### src/rtl/parser_pkg.sv
// parser_pkg: types and constants shared by the parser configuration logic.
//   conf_state_t    - configuration master FSM encoding
//   CONF_REG_*      - rule region codes carried in cmd addr[10:8]
//   region_legal()  - true for region codes that map onto a real rule table
package parser_pkg;

  typedef enum logic [2:0] {
    IDLE    = 3'd0,
    WRITE   = 3'd1,
    READ    = 3'd2,
    WAIT_RD = 3'd3,
    DONE    = 3'd4
  } conf_state_t;

  localparam logic [2:0] CONF_REG_RULE        = 3'd0;
  localparam logic [2:0] CONF_REG_TYPE_DATA   = 3'd1;
  localparam logic [2:0] CONF_REG_TYPE_OFFSET = 3'd2;
  localparam logic [2:0] CONF_REG_KEY_OFFSET  = 3'd3;
  localparam logic [2:0] CONF_REG_HEAD_SHIFT  = 3'd4;
  localparam logic [2:0] CONF_REG_META_SHIFT  = 3'd5;
  localparam logic [2:0] CONF_REG_MAX         = CONF_REG_META_SHIFT;

  function automatic logic region_legal(input logic [2:0] region);
    return (region <= CONF_REG_MAX);
  endfunction

endpackage

### src/rtl/parser_conf_master.sv
// parser_conf_master: takes a stream of rule-write commands and replays them
// onto the Parser_Top rule port, one at a time, flagging bad regions and
// (optionally) verifying each write by reading it back.
//
// Optional feature macro: PARSER_CONF_READBACK_EN
//   defined   - every legal write is followed by a read of the same address;
//               mismatching data or a missing reply (RD_TIMEOUT cycles) is an error
//   undefined - write only; o_rule_rden is tied low, no timeout counter
//
// Ports
//   i_clk, i_rst_n                     clock, async active-low reset
//   i_cmd_valid/o_cmd_ready            command handshake (ready only in IDLE)
//   i_cmd_addr, i_cmd_wdata, i_cmd_last  command payload, end-of-batch flag
//   o_rule_wren, o_rule_rden           single-cycle rule write / read strobes
//   o_rule_addr, o_rule_wdata          latched command address / data
//   i_rule_rdata_valid, i_rule_rdata   read return (used only in WAIT_RD)
//   i_err_clr                          clears o_err / o_err_cnt
//   o_busy, o_done, o_err, o_err_cnt   status; o_err_cnt saturates
//
// state   | meaning
// IDLE    | ready for a command; decode region on acceptance
// WRITE   | o_rule_wren pulse with latched addr/data
// READ    | o_rule_rden pulse, same address (readback build only)
// WAIT_RD | waiting for read data or timeout (readback build only)
// DONE    | one-cycle o_done at the end of a batch
module parser_conf_master
  import parser_pkg::*;
#(
  parameter int RD_TIMEOUT = 16,
  parameter int ERR_CNT_W  = 8
) (
  input  logic                 i_clk,
  input  logic                 i_rst_n,
  input  logic                 i_cmd_valid,
  output logic                 o_cmd_ready,
  input  logic [31:0]          i_cmd_addr,
  input  logic [31:0]          i_cmd_wdata,
  input  logic                 i_cmd_last,
  output logic                 o_rule_wren,
  output logic                 o_rule_rden,
  output logic [31:0]          o_rule_addr,
  output logic [31:0]          o_rule_wdata,
  input  logic                 i_rule_rdata_valid,
  input  logic [31:0]          i_rule_rdata,
  input  logic                 i_err_clr,
  output logic                 o_busy,
  output logic                 o_done,
  output logic                 o_err,
  output logic [ERR_CNT_W-1:0] o_err_cnt
);

  conf_state_t          state_q, state_d;
  logic [31:0]          addr_q, wdata_q;
  logic                 last_q;
  logic                 err_q;
  logic [ERR_CNT_W-1:0] err_cnt_q;
  logic                 cmd_acc;
  logic                 cmd_legal;
  logic                 err_event;

  assign cmd_acc   = i_cmd_valid && (state_q == IDLE);
  assign cmd_legal = region_legal(i_cmd_addr[10:8]);

`ifdef PARSER_CONF_READBACK_EN
  localparam int TMR_W = (RD_TIMEOUT > 1) ? $clog2(RD_TIMEOUT) : 1;
  logic [TMR_W-1:0] tmr_q;

  // Loaded in READ so WAIT_RD lasts at most RD_TIMEOUT cycles.
  always_ff @(posedge i_clk or negedge i_rst_n) begin
    if (!i_rst_n) begin
      tmr_q <= '0;
    end else if (state_q == READ) begin
      tmr_q <= TMR_W'(RD_TIMEOUT - 1);
    end else if ((state_q == WAIT_RD) && (tmr_q != '0)) begin
      tmr_q <= tmr_q - TMR_W'(1);
    end
  end
`else
  logic unused_rd;
  assign unused_rd = ^{i_rule_rdata_valid, i_rule_rdata, (RD_TIMEOUT > 0)};
`endif

  always_ff @(posedge i_clk or negedge i_rst_n) begin
    if (!i_rst_n) begin
      state_q <= IDLE;
    end else begin
      state_q <= state_d;
    end
  end

  always_comb begin
    state_d   = state_q;
    err_event = 1'b0;
    case (state_q)
      IDLE: begin
        if (cmd_acc) begin
          if (cmd_legal) begin
            state_d = WRITE;
          end else begin
            err_event = 1'b1;
            state_d   = i_cmd_last ? DONE : IDLE;
          end
        end
      end
      WRITE: begin
`ifdef PARSER_CONF_READBACK_EN
        state_d = READ;
`else
        state_d = last_q ? DONE : IDLE;
`endif
      end
`ifdef PARSER_CONF_READBACK_EN
      READ: begin
        state_d = WAIT_RD;
      end
      WAIT_RD: begin
        if (i_rule_rdata_valid) begin
          err_event = (i_rule_rdata != wdata_q);
          state_d   = last_q ? DONE : IDLE;
        end else if (tmr_q == '0) begin
          err_event = 1'b1;
          state_d   = last_q ? DONE : IDLE;
        end
      end
`endif
      DONE: begin
        state_d = IDLE;
      end
      default: begin
        state_d = IDLE;
      end
    endcase
  end

  // Payload is captured only on acceptance, so it stays put until the
  // command has fully retired.
  always_ff @(posedge i_clk or negedge i_rst_n) begin
    if (!i_rst_n) begin
      addr_q  <= '0;
      wdata_q <= '0;
      last_q  <= 1'b0;
    end else if (cmd_acc) begin
      addr_q  <= i_cmd_addr;
      wdata_q <= i_cmd_wdata;
      last_q  <= i_cmd_last;
    end
  end

  // A fresh error beats a simultaneous clear: the count restarts at one.
  always_ff @(posedge i_clk or negedge i_rst_n) begin
    if (!i_rst_n) begin
      err_q     <= 1'b0;
      err_cnt_q <= '0;
    end else if (err_event) begin
      err_q <= 1'b1;
      if (i_err_clr) begin
        err_cnt_q <= ERR_CNT_W'(1);
      end else if (err_cnt_q != '1) begin
        err_cnt_q <= err_cnt_q + ERR_CNT_W'(1);
      end
    end else if (i_err_clr) begin
      err_q     <= 1'b0;
      err_cnt_q <= '0;
    end
  end

  assign o_cmd_ready  = (state_q == IDLE);
  assign o_busy       = (state_q != IDLE);
  assign o_done       = (state_q == DONE);
  assign o_rule_wren  = (state_q == WRITE);
`ifdef PARSER_CONF_READBACK_EN
  assign o_rule_rden  = (state_q == READ);
`else
  assign o_rule_rden  = 1'b0;
`endif
  assign o_rule_addr  = addr_q;
  assign o_rule_wdata = wdata_q;
  assign o_err        = err_q;
  assign o_err_cnt    = err_cnt_q;

endmodule

### config.mk
export PLATFORM = sky130hd
export DESIGN_NAME = parser_conf_master
export DESIGN_NICKNAME = d
export VERILOG_FILES = /design/src/rtl/parser_pkg.sv /design/src/rtl/parser_conf_master.sv
export SDC_FILE = /design/constraint.sdc
export NUM_CORES = 1
export LEC_CHECK = 0
export BUFFER_PORTS_ARGS = -buffer_cell sky130_fd_sc_hd__buf_2
export CORE_ASPECT_RATIO = 0.9
export CORE_UTILIZATION = 44
export CTS_CLUSTER_DIAMETER = 120
export CTS_CLUSTER_SIZE = 24
export DETAILED_ROUTE_END_ITERATION = 6
export PLACE_DENSITY = 0.8
export REMOVE_ABC_BUFFERS = 1
export SYNTH_ARGS = -nofsm -noshare
export SYNTH_HDL_FRONTEND = slang
export SYNTH_SLANG_ARGS = --single-unit
export TNS_END_PERCENT = 10
### constraint.sdc
create_clock -name i_clk -period 2.2 [get_ports i_clk]
set_input_delay 0.11 -clock i_clk [delete_from_list [all_inputs] [get_ports i_clk]]
set_output_delay 0.11 -clock i_clk [all_outputs]
set_load 0.03 [all_outputs]
Word level (Yosys, flattened, before mapping)
Cells that the tools add are included.

Flip-flop bits (word level): 77. Bits of input ports: 102. Output and inout bits: 78. Word-level logic and storage cells: 32.

Add/subtract/negate cells: 1. Order comparisons: 1. Eq/ne operators: 4. Mux-type cells: 14. Reduce and logical (&&, ||, !) cells: 6.

Operator list (count): $mux W8 (4); $mux W3 (4); $add A8 B1 Y8 const B (1); $ne A8 B8 Y1 const B (1); $pmux W3 S2 (1); $mux W1 (5); $reduce_bool A2 Y1 (2); $eq A3 B1 Y1 const B (1); $eq A3 B3 Y1 const B (1); $le A3 B3 Y1 const B (1); $logic_not A3 Y1 (1); $reduce_bool A3 Y1 (1); $ne A2 B1 Y1 const B (1); $reduce_and A2 Y1 (1); $logic_and A1 B1 Y1 (1).

Depth between registers and ports, before layout
Depth after elaboration: 6. Gate-level depth with buffers: 6. Gate-level depth less buffers: 4.

Worst setup path after synthesis
No wires, ideal clock.

Path kind: reg2reg. From: register err_cnt_q[0] (netlist: o_err_cnt[0]). To: register err_cnt_q[2] (netlist: o_err_cnt[2]). Setup time: 0.128 ns. Data arrival time: 1.627 ns. Data required time: 2.072 ns. Slack: 0.446 ns. Cell stages (with the launch flop): 6. Buffers on the path: 1. Period minus slack after synthesis: 1.754 ns. Path through: dfrtp_1 > ha_1 > and3_1 > clkbuf_1 > a211oi_2 > mux2_1.

Word-level cells in the longest chain between the ends: 4. Elaborated cells between the ends (all ways): 7. Classes of those cells: add/sub: 1; eq/ne: 1; mux: 3; reduce/logical: 2.

RTL lines: from (decl) (line parser_conf_master.sv:56) `logic [ERR_CNT_W-1:0] err_cnt_q;`; from (signal assigned) (line parser_conf_master.sv:159) `err_cnt_q <= err_cnt_q + ERR_CNT_W'(1);`; $add A8 B1 Y8 (line parser_conf_master.sv:159); $mux W8 (line parser_conf_master.sv:158) `end else if (err_cnt_q != '1) begin`; $mux W8 (line parser_conf_master.sv:156) `if (i_err_clr) begin`; $mux W8 (line parser_conf_master.sv:154) `end else if (err_event) begin`.

Several ways; a longest one is shown, not always the timed one. The select of a mux whose other input is x is not followed. A chain may end at the register's enable or synchronous reset.

Worst setup path in the final report
From: register state_q[2]. To: register err_cnt_q[2] (netlist: o_err_cnt[2]).

Word-level cells in the longest chain between the ends: 6. Elaborated cells between the ends (all ways): 7. Classes of those cells: mux: 3; reduce/logical: 4.

RTL lines: from (decl) (line parser_conf_master.sv:52) `conf_state_t state_q, state_d;`; from (signal assigned) (line parser_conf_master.sv:87) `state_q <= state_d;`; $logic_not A3 Y1 (*) (line parser_conf_master.sv:61, parser_conf_master.sv:94); $logic_and A1 B1 Y1 (line parser_conf_master.sv:61) `assign cmd_acc = i_cmd_valid && (state_q == IDLE);`; $mux W1 (line parser_conf_master.sv:96) `if (cmd_acc) begin`; $mux W1 (*) (line parser_conf_master.sv:94) `case (state_q)`; $reduce_bool A2 Y1 (no source line); $reduce_and A2 Y1 (no source line).

Every way passes the cells marked *; elsewhere a longest branch is shown, timed or not.

==> out/results.ini <==
[global_routing]
grt_pass1_wl_um=14100
grt_max_degree=77
grt_use_total=0.247
grt_overflow=0
antenna_found_initial=0
grt_pass1_vias=2986

[clock_network]
ctsResizeCount=0
cts_tree=yes
clk_pin_slew_ns=0.07
clkSinkCount=76
holdBufCountCts=64
cts_buffers=9
clock-root-buffer=clkbuf_8
ctsLongestPathBuffers=2
postCtsSetupBuffers=0
htreeDepth=3
clk_latency_ns=0.34

[finish]
syn_to_final_growth_pct=52.5
fin_nets=653
design_area_um2=4760
stdcell_count=645
num_antenna_cells=0
num-fill-cells=494
drive_above_1_share=0.305

[yosys]
synth.distinct_cells=37
ys.flop_type=dfrtp_1
syn_area_per_cell_um2=9.06
netlist_area_um2=3120
synth_most_common_cell=nand2_1
synth-seq-cells=76
synthAdderAreaFrac=0.00400
async_flop_share=1.00
synth_compound_area_frac=0.0477
yosysSeqAreaShare=0.609
synth.area.top_cells=dfrtp_1 61%, nand2_1 24%, buf_2 1.6%, a311oi_1 1.1%, nor2b_1 1.0%
synth_edf_count=0
synth_xor_xnor_area_share=0
synth_common_cells=198 x nand2_1, 76 x dfrtp_1, 10 x buf_2
ys_warn_count=0
synth_mux_area_frac=0.00681
yosysTopAreaCell=dfrtp_1
syn_inst=345
synth_top_family_by_area=simple AND/OR/NAND/NOR gates
synth_top_area_share=0.609
synthSimpleGateAreaFrac=0.298

[timing]
fin_crit_sh=0.780
clock.fmax_mhz=583
period_minus_slack_ns=1.72
maxSlewHeadroom=0.386
rsz0062_at_grt=no
hold_ws_ns=0.0549
finalSetupViolations=0
clock_skew_ns=0.00863
final_hold_viol_count=0
drv_slew=0
worst_slew_pin_slew_ns=0.921

[power]
p_clk_frac=0.260
vdd_drop_max_uv=615
power_frac_comb=0.329
power.leakage_nw=2.64
seq_power_share=0.412
p_int_mw=2.78
switching_share=0.372
p_sw_mw=1.65
p_per_area_nw_per_um2=930

[detailed_routing]
drc=0
drtIter0Drc=134
drt-total-wl_um=8840
ant_nets=0
via_count=3153
viasPerCell=4.89
wl_per_cell_um=13.7
first_pass_iters=4

[setup_path]
rr_startpoint=state_q[2]$_DFFE_PN0P_
arrival_ns=1.93
critPathMaxFanout=8
reg2reg_slack_ns=0.48
rr_endpoint=o_err_cnt[2]$_DFFE_PN0P_
r2r_cells=3
end_kind=flip-flop
startpoint_type=flip-flop
worstSetupPathType=flip-flop to flip-flop
cp.required_ns=2.41

[min_path]
min_from=i_cmd_addr[10]
hold_path_depth=3
min_path_type=input port to flip-flop
min_delay_worst_endpoint=o_rule_addr[10]$_DFFE_PN0N_

[floorplanning]
die_x_um=90.8
die_h_um=81.9
rows=28
start_util=0.464
die_area_um2=7440
core_um2=6730
pin_count=180

[placed_design]
gp_congestion=0.837
post_dp_cell_area_um2=3910
portBuffers=145
dpl.hpwl_um=4990
dp_cells=565

[status]
outcome=complete, no violations

[run]
drv_cap=0

cells in the final DEF, fill, tap and decap left out, types with 3 or more instances in the layout:
master         instances
a311oi_1               4
and3_1                 3
buf_2                144
buf_4                  5
clkbuf_8              10
dfrtp_1               76
dlygate4sd3_1         64
inv_1                  3
nand2_1              198
nor2_1                 3
nor2b_1                5
final cells by class:
class | count | area, um^2 | share of cell area
clock buffer | 12 | 145 | 0.0305
sequential | 76 | 1900 | 0.399
clock inverter | 4 | 72.6 | 0.0152
tap | 90 | 113 | 0.0236
multi-input combinational | 247 | 1120 | 0.236
timing repair buffer | 213 | 1400 | 0.294
inverter | 3 | 11.3 | 0.00236
registers in the layout, summed over array words and instances (netlist names):
name,cells
o_rule_addr,32
o_rule_wdata,32
o_err_cnt,8
state_q,2
last_q,1
o_err,1
through the flow:
stage / setup TNS (ns) / utilization / setup WS, ns / power (mW)
CTS: 0 / 0.708 / 0.485 / 4.43
finish: 0 / 0.708 / 0.485 / 4.43
global placement: 0 / 0.581 / 0.540 / 3.15
detailed placement: 0 / 0.581 / 0.498 / 3.18
global route: 0 / 0.708 / 0.408 / 4.65
floorplan: -34.18 / - / -0.901 / 2.70
per-layer routing:
| metal | vias to the layer above | share of wire | global-route usage |
|---|---|---|---|
| li1 | 1494 | - | - |
| met1 | 1500 | 0.42 | 0.294 |
| met2 | 142 | 0.49 | 0.419 |
| met3 | 17 | 0.078 | 0.0833 |
| met4 | 0 | 0.018 | 0.0968 |
| met5 | - | 0 | 0 |
critical path, cell delays in order (launching register included):
cell and delay (ns):
dfrtp_1 0.48, or3b_2 0.59, a211oi_2 0.19, mux2_1 0.33
worst max path at each step:
stage	cells past startpoint	to	slack [ns]	start
floorplan	3	o_err_cnt[6]$_DFFE_PN0P_	-0.90	state_q[2]$_DFFE_PN0P_
global placement	3	o_err_cnt[2]$_DFFE_PN0P_	0.54	state_q[2]$_DFFE_PN0P_
detailed placement	3	o_err_cnt[2]$_DFFE_PN0P_	0.50	state_q[2]$_DFFE_PN0P_
CTS	3	o_err_cnt[2]$_DFFE_PN0P_	0.48	state_q[2]$_DFFE_PN0P_
global route	4	o_err_cnt[4]$_DFFE_PN0P_	0.41	state_q[2]$_DFFE_PN0P_
finish	3	o_err_cnt[2]$_DFFE_PN0P_	0.48	state_q[2]$_DFFE_PN0P_
power by group through the flow:
stage | clock (mW) | combinational, mW | sequential, mW
final | 1.15 | 1.46 | 1.82
after global routing | 1.24 | 1.56 | 1.86
after CTS | 1.18 | 1.44 | 1.81
after detailed placement | 0 | 1.35 | 1.83
after global placement | 0 | 1.33 | 1.82
after floorplan | 0 | 0.340 | 2.36
kinds of logic (layout without fill, tap and decap cells):
group / Yosys count / after routing
buffers and inverters: 22 / 232
adder cells (fa/ha/maj): 1 / 1
multiplexers: 2 / 2
other: 1 / 1
AND/OR/NAND/NOR: 225 / 225
flip-flops: 76 / 76
AO/OA/AOI/OAI: 18 / 18
No activity file was read; power rests on OpenSTA's default activity.
